<file path="config.mk">
export PLATFORM = sky130hd
export DESIGN_NAME = multi_queue_fifo_flat
export DESIGN_NICKNAME = d
export VERILOG_FILES = /design/src/rtl/multi_queue_fifo_if.sv /design/src/rtl/multi_queue_fifo.sv /design/src/flat_wrapper.sv
export SDC_FILE = /design/constraint.sdc
export NUM_CORES = 1
export LEC_CHECK = 0
export BUFFER_PORTS_ARGS = -buffer_cell sky130_fd_sc_hd__buf_2
export CELL_PAD_IN_SITES_DETAIL_PLACEMENT = 2
export CELL_PAD_IN_SITES_GLOBAL_PLACEMENT = 2
export CORE_MARGIN = 1
export CORE_UTILIZATION = 40
export CTS_BUF_LIST = sky130_fd_sc_hd__clkbuf_4 sky130_fd_sc_hd__clkbuf_8 sky130_fd_sc_hd__clkbuf_16
export CTS_CLUSTER_SIZE = 12
export DETAILED_ROUTE_END_ITERATION = 7
export GPL_ROUTABILITY_DRIVEN = 0
export PLACE_DENSITY = 0.73
export SYNTH_ARGS = -nofsm -noshare
export SYNTH_HDL_FRONTEND = slang
export SYNTH_SLANG_ARGS = --single-unit
</file>
<file path="constraint.sdc">
create_clock -name clk -period 2.95 [get_ports clk]
set_input_delay 0.59 -clock clk [delete_from_list [all_inputs] [get_ports clk]]
set_output_delay 0.59 -clock clk [all_outputs]
set_load 0.005 [all_outputs]
</file>
<file path="src/rtl/multi_queue_fifo_if.sv">
// Push/pop/occupancy bundle for multi_queue_fifo.
// The flush pair exists only when MULTI_QUEUE_FIFO_FLUSH_EN is defined.
interface multi_queue_fifo_if #(
  parameter int WIDTH = 32,
  parameter int NQ    = 3,
  parameter int DEPTH = 4
);
  localparam int QW = (NQ > 1) ? $clog2(NQ) : 1;
  localparam int CW = $clog2(DEPTH + 1);

  logic             push_valid;
  logic [QW-1:0]    push_qid;
  logic [WIDTH-1:0] push_data;
  logic             push_ready;
  logic             pop_req;
  logic [QW-1:0]    pop_qid;
  logic             pop_valid;
  logic [WIDTH-1:0] pop_data;
  logic             pop_underflow;
  logic [NQ*CW-1:0] sizes;
`ifdef MULTI_QUEUE_FIFO_FLUSH_EN
  logic             flush_req;
  logic [QW-1:0]    flush_qid;

  modport master (
    output push_valid, push_qid, push_data, pop_req, pop_qid, flush_req, flush_qid,
    input  push_ready, pop_valid, pop_data, pop_underflow, sizes
  );
  modport slave (
    input  push_valid, push_qid, push_data, pop_req, pop_qid, flush_req, flush_qid,
    output push_ready, pop_valid, pop_data, pop_underflow, sizes
  );
`else
  modport master (
    output push_valid, push_qid, push_data, pop_req, pop_qid,
    input  push_ready, pop_valid, pop_data, pop_underflow, sizes
  );
  modport slave (
    input  push_valid, push_qid, push_data, pop_req, pop_qid,
    output push_ready, pop_valid, pop_data, pop_underflow, sizes
  );
`endif
endinterface

</file>
<file path="src/rtl/multi_queue_fifo.sv">
// NQ independent FIFOs of DEPTH words each in statically partitioned storage.
// Optional per-queue flush is built when MULTI_QUEUE_FIFO_FLUSH_EN is defined.
module multi_queue_fifo #(
  parameter int WIDTH = 32,
  parameter int NQ    = 3,
  parameter int DEPTH = 4
) (
  input  logic                clk,
  input  logic                reset_l,
  multi_queue_fifo_if.slave   bus
);
  localparam int QW = (NQ > 1) ? $clog2(NQ) : 1;
  localparam int PW = $clog2(DEPTH);
  localparam int CW = $clog2(DEPTH + 1);

  logic [WIDTH-1:0] mem  [NQ][DEPTH];
  logic [PW-1:0]    rptr [NQ];
  logic [PW-1:0]    wptr [NQ];
  logic [CW-1:0]    cnt  [NQ];

  logic [NQ-1:0]    push_hit;
  logic [NQ-1:0]    pop_hit;
  logic [NQ-1:0]    flush_hit;
  logic             sel_full;
  logic             sel_flush;
  logic             push_ready_w;
  logic [WIDTH-1:0] rd_data;
  logic [NQ*CW-1:0] sizes_w;

  logic             pop_valid_p1;
  logic             pop_underflow_p1;
  logic [WIDTH-1:0] pop_data_p1;

  // An out-of-range push_qid matches no queue and so reads as full.
  always_comb begin
    flush_hit = '0;
`ifdef MULTI_QUEUE_FIFO_FLUSH_EN
    for (int i = 0; i < NQ; i++)
      flush_hit[i] = bus.flush_req && (bus.flush_qid == QW'(i));
`endif
    sel_full  = 1'b1;
    sel_flush = 1'b0;
    for (int i = 0; i < NQ; i++) begin
      if (bus.push_qid == QW'(i)) begin
        sel_full  = (cnt[i] == CW'(DEPTH));
        sel_flush = flush_hit[i];
      end
    end
    push_ready_w = !sel_full && !sel_flush;
  end

  always_comb begin
    push_hit = '0;
    pop_hit  = '0;
    rd_data  = '0;
    for (int i = 0; i < NQ; i++) begin
      push_hit[i] = bus.push_valid && push_ready_w && (bus.push_qid == QW'(i));
      pop_hit[i]  = bus.pop_req && (bus.pop_qid == QW'(i)) &&
                    (cnt[i] != '0) && !flush_hit[i];
      if (pop_hit[i])
        rd_data = mem[i][rptr[i]];
    end
  end

  // Stage p0 -> p1: pointer/count update and registered pop result
  always_ff @(posedge clk) begin
    if (!reset_l) begin
      for (int i = 0; i < NQ; i++) begin
        rptr[i] <= '0;
        wptr[i] <= '0;
        cnt[i]  <= '0;
      end
      pop_valid_p1     <= 1'b0;
      pop_underflow_p1 <= 1'b0;
      pop_data_p1      <= '0;
    end else begin
      for (int i = 0; i < NQ; i++) begin
        if (flush_hit[i]) begin
          rptr[i] <= '0;
          wptr[i] <= '0;
          cnt[i]  <= '0;
        end else begin
          if (push_hit[i]) wptr[i] <= wptr[i] + PW'(1);
          if (pop_hit[i])  rptr[i] <= rptr[i] + PW'(1);
          case ({push_hit[i], pop_hit[i]})
            2'b10:   cnt[i] <= cnt[i] + CW'(1);
            2'b01:   cnt[i] <= cnt[i] - CW'(1);
            default: cnt[i] <= cnt[i];
          endcase
        end
      end
      pop_valid_p1     <= |pop_hit;
      pop_underflow_p1 <= bus.pop_req && !(|pop_hit);
      if (|pop_hit)
        pop_data_p1 <= rd_data;
    end
  end

  // Storage is never cleared; writes are only suppressed while in reset.
  always_ff @(posedge clk) begin
    if (reset_l) begin
      for (int i = 0; i < NQ; i++)
        if (push_hit[i])
          mem[i][wptr[i]] <= bus.push_data;
    end
  end

  always_comb begin
    sizes_w = '0;
    for (int i = 0; i < NQ; i++)
      sizes_w[i*CW +: CW] = cnt[i];
  end

  assign bus.push_ready    = push_ready_w;
  assign bus.pop_valid     = pop_valid_p1;
  assign bus.pop_data      = pop_data_p1;
  assign bus.pop_underflow = pop_underflow_p1;
  assign bus.sizes         = sizes_w;
endmodule
</file>
<file path="src/flat_wrapper.sv">
// flat-port wrapper written by rule: the top's interface ports become plain ports
module multi_queue_fifo_flat 
#(
  parameter int WIDTH = 32,
  parameter int NQ    = 3,
  parameter int DEPTH = 4
)
  (clk, reset_l, bus_push_valid, bus_push_qid, bus_push_data, bus_pop_req, bus_pop_qid, bus_push_ready, bus_pop_valid, bus_pop_data, bus_pop_underflow, bus_sizes);
  multi_queue_fifo_if #(.WIDTH(WIDTH), .NQ(NQ), .DEPTH(DEPTH)) bus_i ();
  input  logic clk;
  input  logic reset_l;
  input wire logic [$bits(bus_i.push_valid)-1:0] bus_push_valid;
  input wire logic [$bits(bus_i.push_qid)-1:0] bus_push_qid;
  input wire logic [$bits(bus_i.push_data)-1:0] bus_push_data;
  input wire logic [$bits(bus_i.pop_req)-1:0] bus_pop_req;
  input wire logic [$bits(bus_i.pop_qid)-1:0] bus_pop_qid;
  output wire logic [$bits(bus_i.push_ready)-1:0] bus_push_ready;
  output wire logic [$bits(bus_i.pop_valid)-1:0] bus_pop_valid;
  output wire logic [$bits(bus_i.pop_data)-1:0] bus_pop_data;
  output wire logic [$bits(bus_i.pop_underflow)-1:0] bus_pop_underflow;
  output wire logic [$bits(bus_i.sizes)-1:0] bus_sizes;
  assign bus_i.push_valid = bus_push_valid;
  assign bus_i.push_qid = bus_push_qid;
  assign bus_i.push_data = bus_push_data;
  assign bus_i.pop_req = bus_pop_req;
  assign bus_i.pop_qid = bus_pop_qid;
  assign bus_push_ready = bus_i.push_ready;
  assign bus_pop_valid = bus_i.pop_valid;
  assign bus_pop_data = bus_i.pop_data;
  assign bus_pop_underflow = bus_i.pop_underflow;
  assign bus_sizes = bus_i.sizes;
  multi_queue_fifo #(.WIDTH(WIDTH), .NQ(NQ), .DEPTH(DEPTH)) u_core (.clk(clk), .reset_l(reset_l), .bus(bus_i));
endmodule
</file>
# Word level (Yosys, flattened, before mapping)
# Memories as Yosys holds them, arrays and structs flattened.
# Index checks and enable logic that the tools add are counted.
# Widths: inputs -> output; s select.
# word_totals
reg_bits	34
elab_cells	180
ramBits	405
mem_count	4
# classes
n_reduce_logical	27
mux	91
n_addsub	12
bitwise_logic	21
eq_ne	13
n_lt_le_gt_ge	9
# memory_table
name	depth	word_bits	read_ports	rd_ports_with_merged_regs	write_ports	line_no	rtl
u_core.mem	3	128	3	0	1	multi_queue_fifo.sv:16	logic [WIDTH-1:0] mem [NQ][DEPTH];
u_core.cnt	3	3	3	0	3	multi_queue_fifo.sv:19	logic [CW-1:0] cnt [NQ];
u_core.rptr	3	2	3	0	3	multi_queue_fifo.sv:17	logic [PW-1:0] rptr [NQ];
u_core.wptr	3	2	3	0	3	multi_queue_fifo.sv:18	logic [PW-1:0] wptr [NQ];
# op_table
op	count
$mux 128	7
$mux 32	12
$reduce_or 128->1	2
$bmux 32 s2	3
$demux 32 s2	3
$mux 1	49
$mux 3	9
$ge 3x3->1 const B	6
$not 2->3	6
$mux 2	8
$or 1x1->1	15
$logic_and 1x1->1	14
$add 2x1->2 const B	6
$eq 2x1->1 const B	5
$eq 2x2->1 const B	5
$add 3x1->3 const B	3
$eq 3x3->1 const B	3
$lt 3x1->1 const B	3
$reduce_bool 3->1	3
$sub 3x1->3 const B	3
$reduce_or 2->1	3
$logic_not 2->1	2
$reduce_or 3->1	1
$logic_not 1->1	2

# Longest topological paths before layout
# Gate-level depths: netlist (run 1).
# An unclocked memory read counts as a cell.
# depth
ltp_word	15
depth_mapped	11
depth_no_buf	10

# Least setup slack after synthesis (run 1)
# No wires, ideal clock.
# synth_timing
path_type	flip-flop to flip-flop
start	mem u_core.cnt[2][0] (netlist name)
end	mem u_core.cnt[2][2] (netlist name) (data pin)
path_buffers	1
path_stages_with_launch	12
t_arrival_ns	2.278
setup_ns	0.266
path_slack_ns	0.406
synth_period_minus_slack_ns	2.544
cell_sequence	edfxtp_1 -> inv_1 -> ha_1 -> or2b_1 -> nand2_4 -> inv_2 -> buf_2 -> ha_1 -> nor2_1 -> mux2i_1 -> xor2_1 -> nor2_1
# synth_rtl
element	line_no
start, declared	multi_queue_fifo.sv:19

==> reports/metrics.yaml, run 1 <==
outcome: "completed"
fin_nets: 1032
dieHeight_um: 208.4
portBuffers: 83
root_buffer: "clkbuf_16"
cts_hold_buf: 0
synth_area_leaders: "edfxtp_1 71%, mux4_2 12%, dfxtp_1 4.0%"
post_drt_wl_per_cell_um: 30.92
routed_wl_um: 47800
rsz0062_at_grt: "false"
r2r_setup_slack_ns: 0.47
clk_pin_slew_ns: 0.06
firstDrtPassIters: 5
core_sq_mm: 0.04195
drv_cap: 0
p_leak_nw: 6.673
fin_tns_setup_ns: 0
path_buf_inv: 0
grt_pass1_wl_um: 69790
worstSetupEndpointType: "register"
synthToLayoutAreaGrowth_pct: 17.23
synth_fp_nets: 901
reg2reg_depth: 9
syn_inst: 838
worst_ep_required_time_ns: 3.26
r2r_start: "u_core.cnt[0][2]"
ant_nets: 0
cpMaxStageDelayCell: "nor3_1"
syn_area_sq_mm: 0.01703
multi_input_area_sq_mm: 0.003820
cts_tree: "built"
crit_type: "register to register"
arrival_ns: 2.79
setup_violations: 0
critPathLaunch: "u_core.cnt[0][2]"
vias: 8855
die_x_um: 208.4
hold_violations: 0
cpLargestDelayFamily: "simple AND/OR/NAND/NOR gates"
cp.depth: 9
grt_max_degree: 35
final-seq-area_sq_mm: 0.01284
fmax_mhz: 402.7
start_util_pct: 40.61
yosys.area.top_type_share_pct: 71.40
grt_usage_pct: 22.72
cpPeakStageDelay_ns: 0.49
fin_worst_skew_ns: 0.01256
crit_path_end: "u_core.cnt[0][2]"
hpwl_um: 28560
syn-mean-instance-area_sq_um: 20.33
grt_overflow: 0
hp-class: "input pin to register"
die-area_sq_mm: 0.04341
relSlewSlack_pct: 51.02
ys_types: 46
cts_buffers: 47
synth_top_area_cell: "edfxtp_1"
antenna_found_initial: 0
fin_crit_sh_pct: 84.18
viasPerCell: 5.728
start_kind: "register"
yosysSeqAreaShare_pct: 75.40
peakVddDrop_mv: 0.3663
fp-row-count: 75
clock_path_buffers: 3
htreeDepth: 2
drive_gt1_share_pct: 34.06
total_power_mw: 13.89
num_io_pins: 84
post_cts_buffers: 0
insertion_delay_ns: 0.58
final_cell_area_sq_mm: 0.01997
clock-sinks: 439
fin_crit_ns: 2.483
remaining_drc_errors: 0
initialDrtViolationCount: 636
maxSlewViolCount: 0
yosysWarnings: 0
path_max_fanout: 5
grt_pass1_vias: 9894
placed_cell_area_sq_mm: 0.01840
tightest_slew_ns: 0.7335
hold_ws_ns: 0.2884
power_per_cell_area_mw_per_mm2: 695.6
cts_resized: 0
r2r_end: "u_core.cnt[0][2]"
ys_seq_elements: 439
path_cells: "nor3b_1, nor3_1, nand2_1, ha_1, nand2_1, fa_1, xnor2_1, xnor2_1, nor2_1"
fillers: 3702
diodes: 0
## metal layers
layer  share of wire [%]  GRT usage, %  vias to the layer above
met4                 2.3         6.411                        0
met2                  51         39.14                      288
met5                   0             0                        -
met1                  42         29.74                     4806
met3                 4.4         3.713                       87
li1                    -             -                     3674
## power by group
group | switching, mW | internal, mW
Combinational | 0.550 | 0.381
Sequential | 0.0836 | 6.91
Clock | 2.43 | 3.53
Total | 3.06 | 10.8
## cell families after synthesis
logic type	share of synthesized area [%]
and+or+nand+nor	3.225
adders and majority gates	1.778
muxes	12.82
buffers and inverters	2.263
xor gates and xnor gates	0.4628
DFF	75.40
AOI/OAI and AO/OA	4.055
## tightest hold or removal path: cells and delay by family
| kind | cells | cell delay, ns |
|---|---|---|
| and+or+nand+nor | 2 | 0.11 |
| buffers and inverters | 1 | 0.13 |
## state kept, by name (all words and copies together) (netlist names)
| name | cells |
|---|---|
| u_core.wptr | 6 |
| u_core.bus.pop_valid | 1 |
| u_core.mem | 384 |
| u_core.cnt | 9 |
| u_core.rptr | 6 |
| u_core.bus.pop_data | 32 |
| u_core.bus.pop_underflow | 1 |
## placed cells by master (no fill, tap or decap), types with 2 or more instances in the layout
cell / instances
xor2_1: 2
buf_4: 25
mux4_1: 3
and3_2: 12
nand3_1: 19
a31oi_1: 17
o21ai_0: 2
nand2_1: 44
a21oi_1: 17
buf_2: 83
ha_1: 21
xnor2_1: 7
clkbuf_4: 18
nor2_1: 24
fa_1: 2
a211oi_2: 11
a22oi_1: 17
inv_2: 2
dfxtp_1: 34
edfxtp_1: 405
clkinv_2: 8
mux4_2: 93
o22ai_1: 15
nor3_1: 2
clkbuf_16: 49
a211oi_1: 4
clkbuf_8: 9
inv_1: 21
buf_12: 18
## cells in the mapped netlist, drive strengths merged
| cell type | number |
|---|---|
| nor2 | 25 |
| xor2 | 2 |
| xnor2 | 7 |
| a22oi | 17 |
| a2bb2oi | 1 |
| nor3 | 3 |
| o22ai | 15 |
| dfxtp | 34 |
| nor3b | 2 |
| clkinv | 1 |
| mux4 | 96 |
| or2b | 1 |
| inv | 24 |
| a21o | 1 |
| and3 | 12 |
| o221ai | 1 |
| nand2 | 46 |
| edfxtp | 405 |
| fa | 2 |
| o21ai | 3 |
| clkbuf | 10 |
| and3b | 1 |
| mux2i | 1 |
| a31oi | 17 |
| a211oi | 15 |
| buf | 34 |
| or3 | 1 |
| and2 | 1 |
| nand3 | 19 |
| a311oi | 1 |
| nand3b | 1 |
| a21oi | 17 |
| ha | 21 |
| o2bb2ai | 1 |
## area by class of cell
| class | count | share of cell area [%] |
|---|---|---|
| tap | 539 | 3.377 |
| multi-input combinational | 330 | 19.13 |
| inverter | 25 | 0.4888 |
| clock buffer | 76 | 7.438 |
| timing repair buffer | 126 | 4.825 |
| clock inverter | 11 | 0.4261 |
| sequential | 439 | 64.31 |
## how the worst min path moves through the flow
stage | startpoint | end | slack (ns) | depth (start not counted)
6_report | bus_pop_req | u_core.bus.pop_underflow | 0.29 | 3
5_1_grt | bus_pop_req | u_core.bus.pop_underflow | 0.29 | 3
4_1_cts | bus_pop_req | u_core.bus.pop_underflow | 0.26 | 3
3_5_place_dp | u_core.bus.pop_data[7] | u_core.bus.pop_data[7] | 0.48 | 2
3_3_place_gp | u_core.bus.pop_data[7] | u_core.bus.pop_data[7] | 0.48 | 2
2_1_floorplan | u_core.bus.pop_data[11] | u_core.bus.pop_data[11] | 0.48 | 2
## stage by stage
step	utilization, %	setup slack (ns)	instances
after global routing	47.60	0.3041	1546
final	47.60	0.4668	1546
after floorplan	-	0.4058	838
after CTS	47.60	0.4538	1546
after detailed placement	43.86	0.3922	1459
after global placement	43.86	0.5228	1459
No activity file was read; power rests on OpenSTA's default activity.
==> run 2, diff against run 1 <==
PLACE_DENSITY = 0.76   (was 0.73)
clock period = 2.2 ns   (was 2.95 ns; I/O delays follow)
==> run 2 against run 1 <==
The flow now finishes with violations (setup timing). Non-clock buffer count increased by 29. Critical path depth increased by 1. Combinational power increased by 50%. Cell count increased by 1.9%. Wire length increased by 1.3%. Utilization increased by 1.2 points. Sequential share of layout area decreased by 1.5 points. Sequential power increased by 34%. Clock skew increased by 0.0067 ns. Critical path type unchanged. Largest cell class unchanged.
==> reports/metrics.yaml, run 2 (synthesis results as in run 1) <==
outcome: "complete, but fails checks"
failed_checks: "setup timing"
cpMaxStageDelayCell: "edfxtp_1"
post_drt_wl_per_cell_um: 30.75  # -0.54%
dp_slack_ns: -0.1503  # -0.5425 ns
final_cell_mix: "405 x edfxtp_1, 93 x mux4_2, 83 x buf_2, 49 x clkbuf_16, 45 x buf_4"
arrival_ns: 2.60  # -0.19 ns
start_kind: "register"
hold_violations: 0  # unchanged
path_cells: "inv_2, ha_4, or2b_4, nand2_4, inv_4, ha_4, nor2_4, mux2i_2, xor2_1, nor2_1"
reg2reg_depth: 10  # +1
clk_pin_slew_ns: 0.06  # about the same
largest_register_ffs: 384  # unchanged
start_util_pct: 40.61  # unchanged
diodes: 0  # unchanged
grt_overflow: 0  # unchanged
drv_cap: 0  # unchanged
hp-class: "input pin to register"
core_sq_mm: 0.04195  # unchanged
initialDrtViolationCount: 709  # +11%
die_x_um: 208.4  # unchanged
fin_crit_ns: 2.265  # -0.2187 ns
power_per_cell_area_mw_per_mm2: 930.3  # +34%
hold_end: "u_core.mem[0][105]"
hp-start: "bus_push_data[9]"
root_buffer: "clkbuf_16"
final-seq-area_sq_mm: 0.01284  # unchanged
htreeDepth: 2  # unchanged
grt_pass1_vias: 10120  # +2.3%
cpLargestDelayFamily: "simple AND/OR/NAND/NOR gates"
firstDrtPassIters: 5  # unchanged
cts_tree: "built"
dp_cells: 1478  # +1.3%
r2r_end: "u_core.cnt[2][2]"
synthToLayoutAreaGrowth_pct: 20.10
fin_crit_sh_pct: 102.9  # +19 points
p_leak_nw: 6.885  # +3.2%
worst_ep_required_time_ns: 2.53  # -0.73 ns
crit_type: "register to register"
path_max_fanout: 3  # -2
cts_buffers: 47  # unchanged
grt_usage_pct: 22.86  # +0.14 points
fillers: 3664  # -1.0%
die-area_sq_mm: 0.04341  # unchanged
cpPeakStageDelay_ns: 0.44  # -0.05 ns
fp-row-count: 75  # unchanged
clock_path_buffers: 3  # unchanged
rsz0062_at_grt: "true"
fmax_mhz: 441.6  # +9.7%
setup_ws_ns: -0.06454  # -0.5313 ns
setup_violations: 1  # +1
num_io_pins: 84  # unchanged
r2r_start: "u_core.cnt[2][1]"
worstSetupEndpointType: "register"
portBuffers: 83  # unchanged
grt_max_degree: 36  # +2.9%
r2r_setup_slack_ns: -0.06  # -0.53 ns
vias: 9034  # +2.0%
routed_wl_um: 48440  # +1.3%
hold_ws_ns: 0.2044  # -0.08403 ns
clock-sinks: 439  # unchanged
total_power_mw: 19.03  # +37%
drive_gt1_share_pct: 37.93  # +3.9 points
fin_nets: 1061  # +2.8%
dieHeight_um: 208.4  # unchanged
tightest_slew_ns: 0.4668  # -0.2667 ns
whs_path_depth: 1  # -2
fin_tns_setup_ns: -0.06454  # -0.06454 ns
cp_common_cell: "ha_4"
grt_pass1_wl_um: 70750  # +1.4%
ant_nets: 0  # unchanged
relSlewSlack_pct: 68.86  # +18 points
hpwl_um: 29980  # +5.0%
path_buf_inv: 2  # +2
peakVddDrop_mv: 0.5769  # +57%
multi_input_area_sq_mm: 0.003941  # +3.2%
antenna_found_initial: 0  # unchanged
final_common_cell: "edfxtp_1"
fin_worst_skew_ns: 0.01931  # +0.006745 ns
final_cells: 1575  # +1.9%
insertion_delay_ns: 0.58  # about the same
viasPerCell: 5.736  # +0.14%
maxSlewViolCount: 0  # unchanged
remaining_drc_errors: 0  # unchanged
==> run 2: final cells by class <==
| cell class | instances | share of cell area, % |
|---|---|---|
| repair buffers | 155 | 6.233 |
| clock inverters | 12 | 0.8930 |
| clock buffers | 75 | 7.040 |
| multi-input cells | 330 | 19.27 |
| well taps | 539 | 3.297 |
| inverters | 25 | 0.4893 |
| flip-flops and latches | 439 | 62.78 |
==> run 2: through the flow <==
step                      utilization (%)  instance area [sq um]
after global placement              44.50                  18660
after floorplan                         -                  17110
final                               48.77                  20460
after detailed placement            44.50                  18660
after global routing                48.77                  20460
after CTS                           48.53                  20360
==> run 2: routing by layer <==
metal  global-route usage, %  vias up  share of wire, %
li1                        -     3739                 -
met1                   30.27     4934                43
met2                   39.51      282                51
met3                   2.838       79               4.0
met4                   6.845        0               2.1
met5                       0        -                 0
==> run 2: worst max-delay path by stage <==
stage | from | end | slack [ns] | depth (start not counted)
2_1_floorplan | u_core.cnt[2][0] | u_core.cnt[2][2] | -0.17 | 11
3_3_place_gp | bus_pop_qid[0] | u_core.cnt[0][2] | 0.03 | 10
6_report | u_core.cnt[2][1] | u_core.cnt[2][2] | -0.06 | 10
3_5_place_dp | u_core.cnt[2][0] | u_core.cnt[2][2] | -0.15 | 10
5_1_grt | u_core.cnt[2][1] | u_core.cnt[2][2] | -0.13 | 10
4_1_cts | u_core.cnt[2][0] | u_core.cnt[2][2] | -0.03 | 10
==> run 2: what timing repair did <==
action | CTS | global route
setup endpoints to repair | 137 | 138
hold buffers | 0 | 0
setup buffers | 4 | 6
gates resized for setup | 9 | 16
pin swaps | 1 | 8
==> run 2: where the power goes <==
part,switching (mW),internal (mW),total [mW]
Sequential,0.0956,9.27,9.36
Clock,3.19,5.07,8.26
Combinational,0.805,0.599,1.40
Total,4.09,14.9,19.0
==> run 3, diff against run 2 <==
SETUP_SLACK_MARGIN = 0.05   (was not set)
clock period = 1.9 ns   (was 2.2 ns; I/O delays follow)
==> run 3 against run 2 <==
The run still ends with setup timing left. Register-to-register slack worse by 0.38 ns. Non-clock buffer count grew 85. Die area is the same. Sequential power grew 16%. Clock power increased by 16%. Critical path depth stayed put. Design area rose by 9.8%. Wire length grew 32%. Sequential share of layout area shrank 5.6 points.
==> reports/metrics.yaml, run 3 (synthesis results as in run 1) <==
initialDrtViolationCount: 960  # +35%
hpwl_um: 31560  # +5.2%
hold_violations: 0  # unchanged
synthToLayoutAreaGrowth_pct: 31.85
grt_pass1_vias: 10530  # +4.0%
cts_tree: "built"
placed_cell_area_sq_mm: 0.01912  # +2.4%
p_sw_mw: 5.424  # +33%
viasPerCell: 6.068  # +5.8%
cts_hold_buf: 0  # unchanged
num_io_pins: 84  # unchanged
pwr-share-seq_pct: 48.0  # -1.2 points
path_buf_inv: 2  # unchanged
total_power_mw: 22.67  # +19%
p_leak_nw: 7.616  # +11%
cts_buffers: 47  # unchanged
clock_path_buffers: 3  # unchanged
largest_register_ffs: 384  # unchanged
peakVddDrop_mv: 0.7871  # +36%
hp-class: "input pin to register"
fmax_mhz: 426.6  # -3.4%
arrival_ns: 2.66  # +0.06 ns
dp_slack_ns: -0.3424  # -0.1921 ns
relSlewSlack_pct: 70.86  # +2.0 points
drv_cap: 0  # unchanged
cpMaxStageDelayCell: "edfxtp_1"
path_max_fanout: 3  # unchanged
grt_usage_pct: 26.38  # +3.5 points
fin_nets: 1146  # +8.0%
start_kind: "register"
fin_worst_skew_ns: 0.02333  # +0.004028 ns
maxSlewViolCount: 0  # unchanged
firstDrtPassIters: 5  # unchanged
worst_ep_required_time_ns: 2.22  # -0.31 ns
final_cell_mix: "405 x edfxtp_1, 93 x mux4_2, 82 x buf_2, 60 x clkbuf_16, 54 x buf_4"
setup_violations: 333  # +332
rsz0062_at_grt: "true"
fillers: 3511  # -4.2%
tightest_slew_ns: 0.4371  # -0.02968 ns
remaining_drc_errors: 0  # unchanged
worstSetupEndpointType: "register"
vias: 10070  # +12%
final_cells: 1660  # +5.4%
dp_cells: 1512  # +2.3%
path_cells: "inv_2, ha_4, or2b_4, nand2_4, inv_4, ha_4, nor2_4, mux2i_2, xor2_1, nor2_1"
root_buffer: "clkbuf_16"
swShare_pct: 23.93  # +2.4 points
grt_pass1_wl_um: 79810  # +13%
drive_gt1_share_pct: 47.99  # +10 points
power_per_cell_area_mw_per_mm2: 1009  # +8.5%
post_drt_wl_per_cell_um: 38.38  # +25%
fin_crit_ns: 2.344  # +0.07944 ns
die_x_um: 208.4  # unchanged
clock-sinks: 439  # unchanged
fp-row-count: 75  # unchanged
htreeDepth: 2  # unchanged
crit_type: "register to register"
insertion_delay_ns: 0.58  # about the same
fin_tns_setup_ns: -49.88  # -49.81 ns
p_int_mw: 17.25  # +15%
clk_pin_slew_ns: 0.07  # about the same
final_common_cell: "edfxtp_1"
antenna_found_initial: 3  # +3
start_util_pct: 40.61  # unchanged
outcome: "complete, but fails checks"
combPwrFrac_pct: 9.8  # +2.4 points
ant_nets: 0  # unchanged
die-area_sq_mm: 0.04341  # unchanged
final_cell_area_sq_mm: 0.02246  # +9.8%
grt_max_degree: 35  # -2.8%
cp_common_cell: "ha_4"
core_sq_mm: 0.04195  # unchanged
grt_overflow: 0  # unchanged
pwr-share-clk_pct: 42.2  # -1.2 points
routed_wl_um: 63710  # +32%
setup_ws_ns: -0.4440  # -0.3794 ns
failed_checks: "setup timing"
dieHeight_um: 208.4  # unchanged
fin_crit_sh_pct: 123.4  # +20 points
portBuffers: 83  # unchanged
cpLargestDelayFamily: "simple AND/OR/NAND/NOR gates"
cpPeakStageDelay_ns: 0.47  # +0.03 ns
run 3: layout make-up:
type | instances | area, sq um | share of cell area [%]
timing repair buffer | 240 | 2714 | 12.08
antenna | 2 | 5.005 | 0.02229
inverter | 25 | 113.9 | 0.5070
multi-input combinational | 330 | 4541 | 20.22
clock inverter | 9 | 76.32 | 0.3399
sequential | 439 | 12840 | 57.18
tap | 539 | 674.4 | 3.003
clock buffer | 76 | 1491 | 6.641
run 3: through the flow:
step                      utilization, %  hold WS [ns]
final                              53.54        0.1613
after global placement             45.57        0.4744
after detailed placement           45.57        0.5052
after floorplan                        -        0.4789
after global routing               53.53        0.1624
after CTS                          51.71       0.08364
run 3: timing repair:
| action | CTS | global route |
|---|---|---|
| cloned | 8 | 11 |
| pin swaps | 33 | 39 |
| resized for setup | 123 | 87 |
| buffers inserted | 27 | 25 |
| setup endpoints to repair | 378 | 425 |
| endpoints found under the hold margin | 0 | 0 |
run 3: final timing paths:
path                                start                       to  slack, ns  cells after the start
setup / recovery         u_core.cnt[2][0]         u_core.cnt[2][2]      -0.44                     10
hold / removal          bus_push_data[17]       u_core.mem[0][177]       0.16                      1
setup reg to reg         u_core.cnt[2][0]         u_core.cnt[2][2]      -0.44                     10
hold reg to reg   u_core.bus.pop_data[18]  u_core.bus.pop_data[18]       0.50                      2
run 3: routing by layer:
layer | up-vias | GRT usage (%) | routed length, um
met4 | 0 | 9.527 | 2302
met3 | 114 | 4.408 | 3668
met1 | 5596 | 33.56 | 24510
met2 | 459 | 45.52 | 33220
li1 | 3904 | - | -
met5 | - | 0 | 0
run 3: power by group through the flow:
| stage | clock network, mW | logic [mW] | registers, mW |
|---|---|---|---|
| after CTS | 9.50 | 1.95 | 10.9 |
| after global routing | 9.97 | 2.30 | 10.9 |
| after detailed placement | 0 | 1.69 | 11.0 |
| after floorplan | 0 | 0.892 | 11.0 |
| final | 9.56 | 2.22 | 10.9 |
| after global placement | 0 | 1.57 | 11.0 |
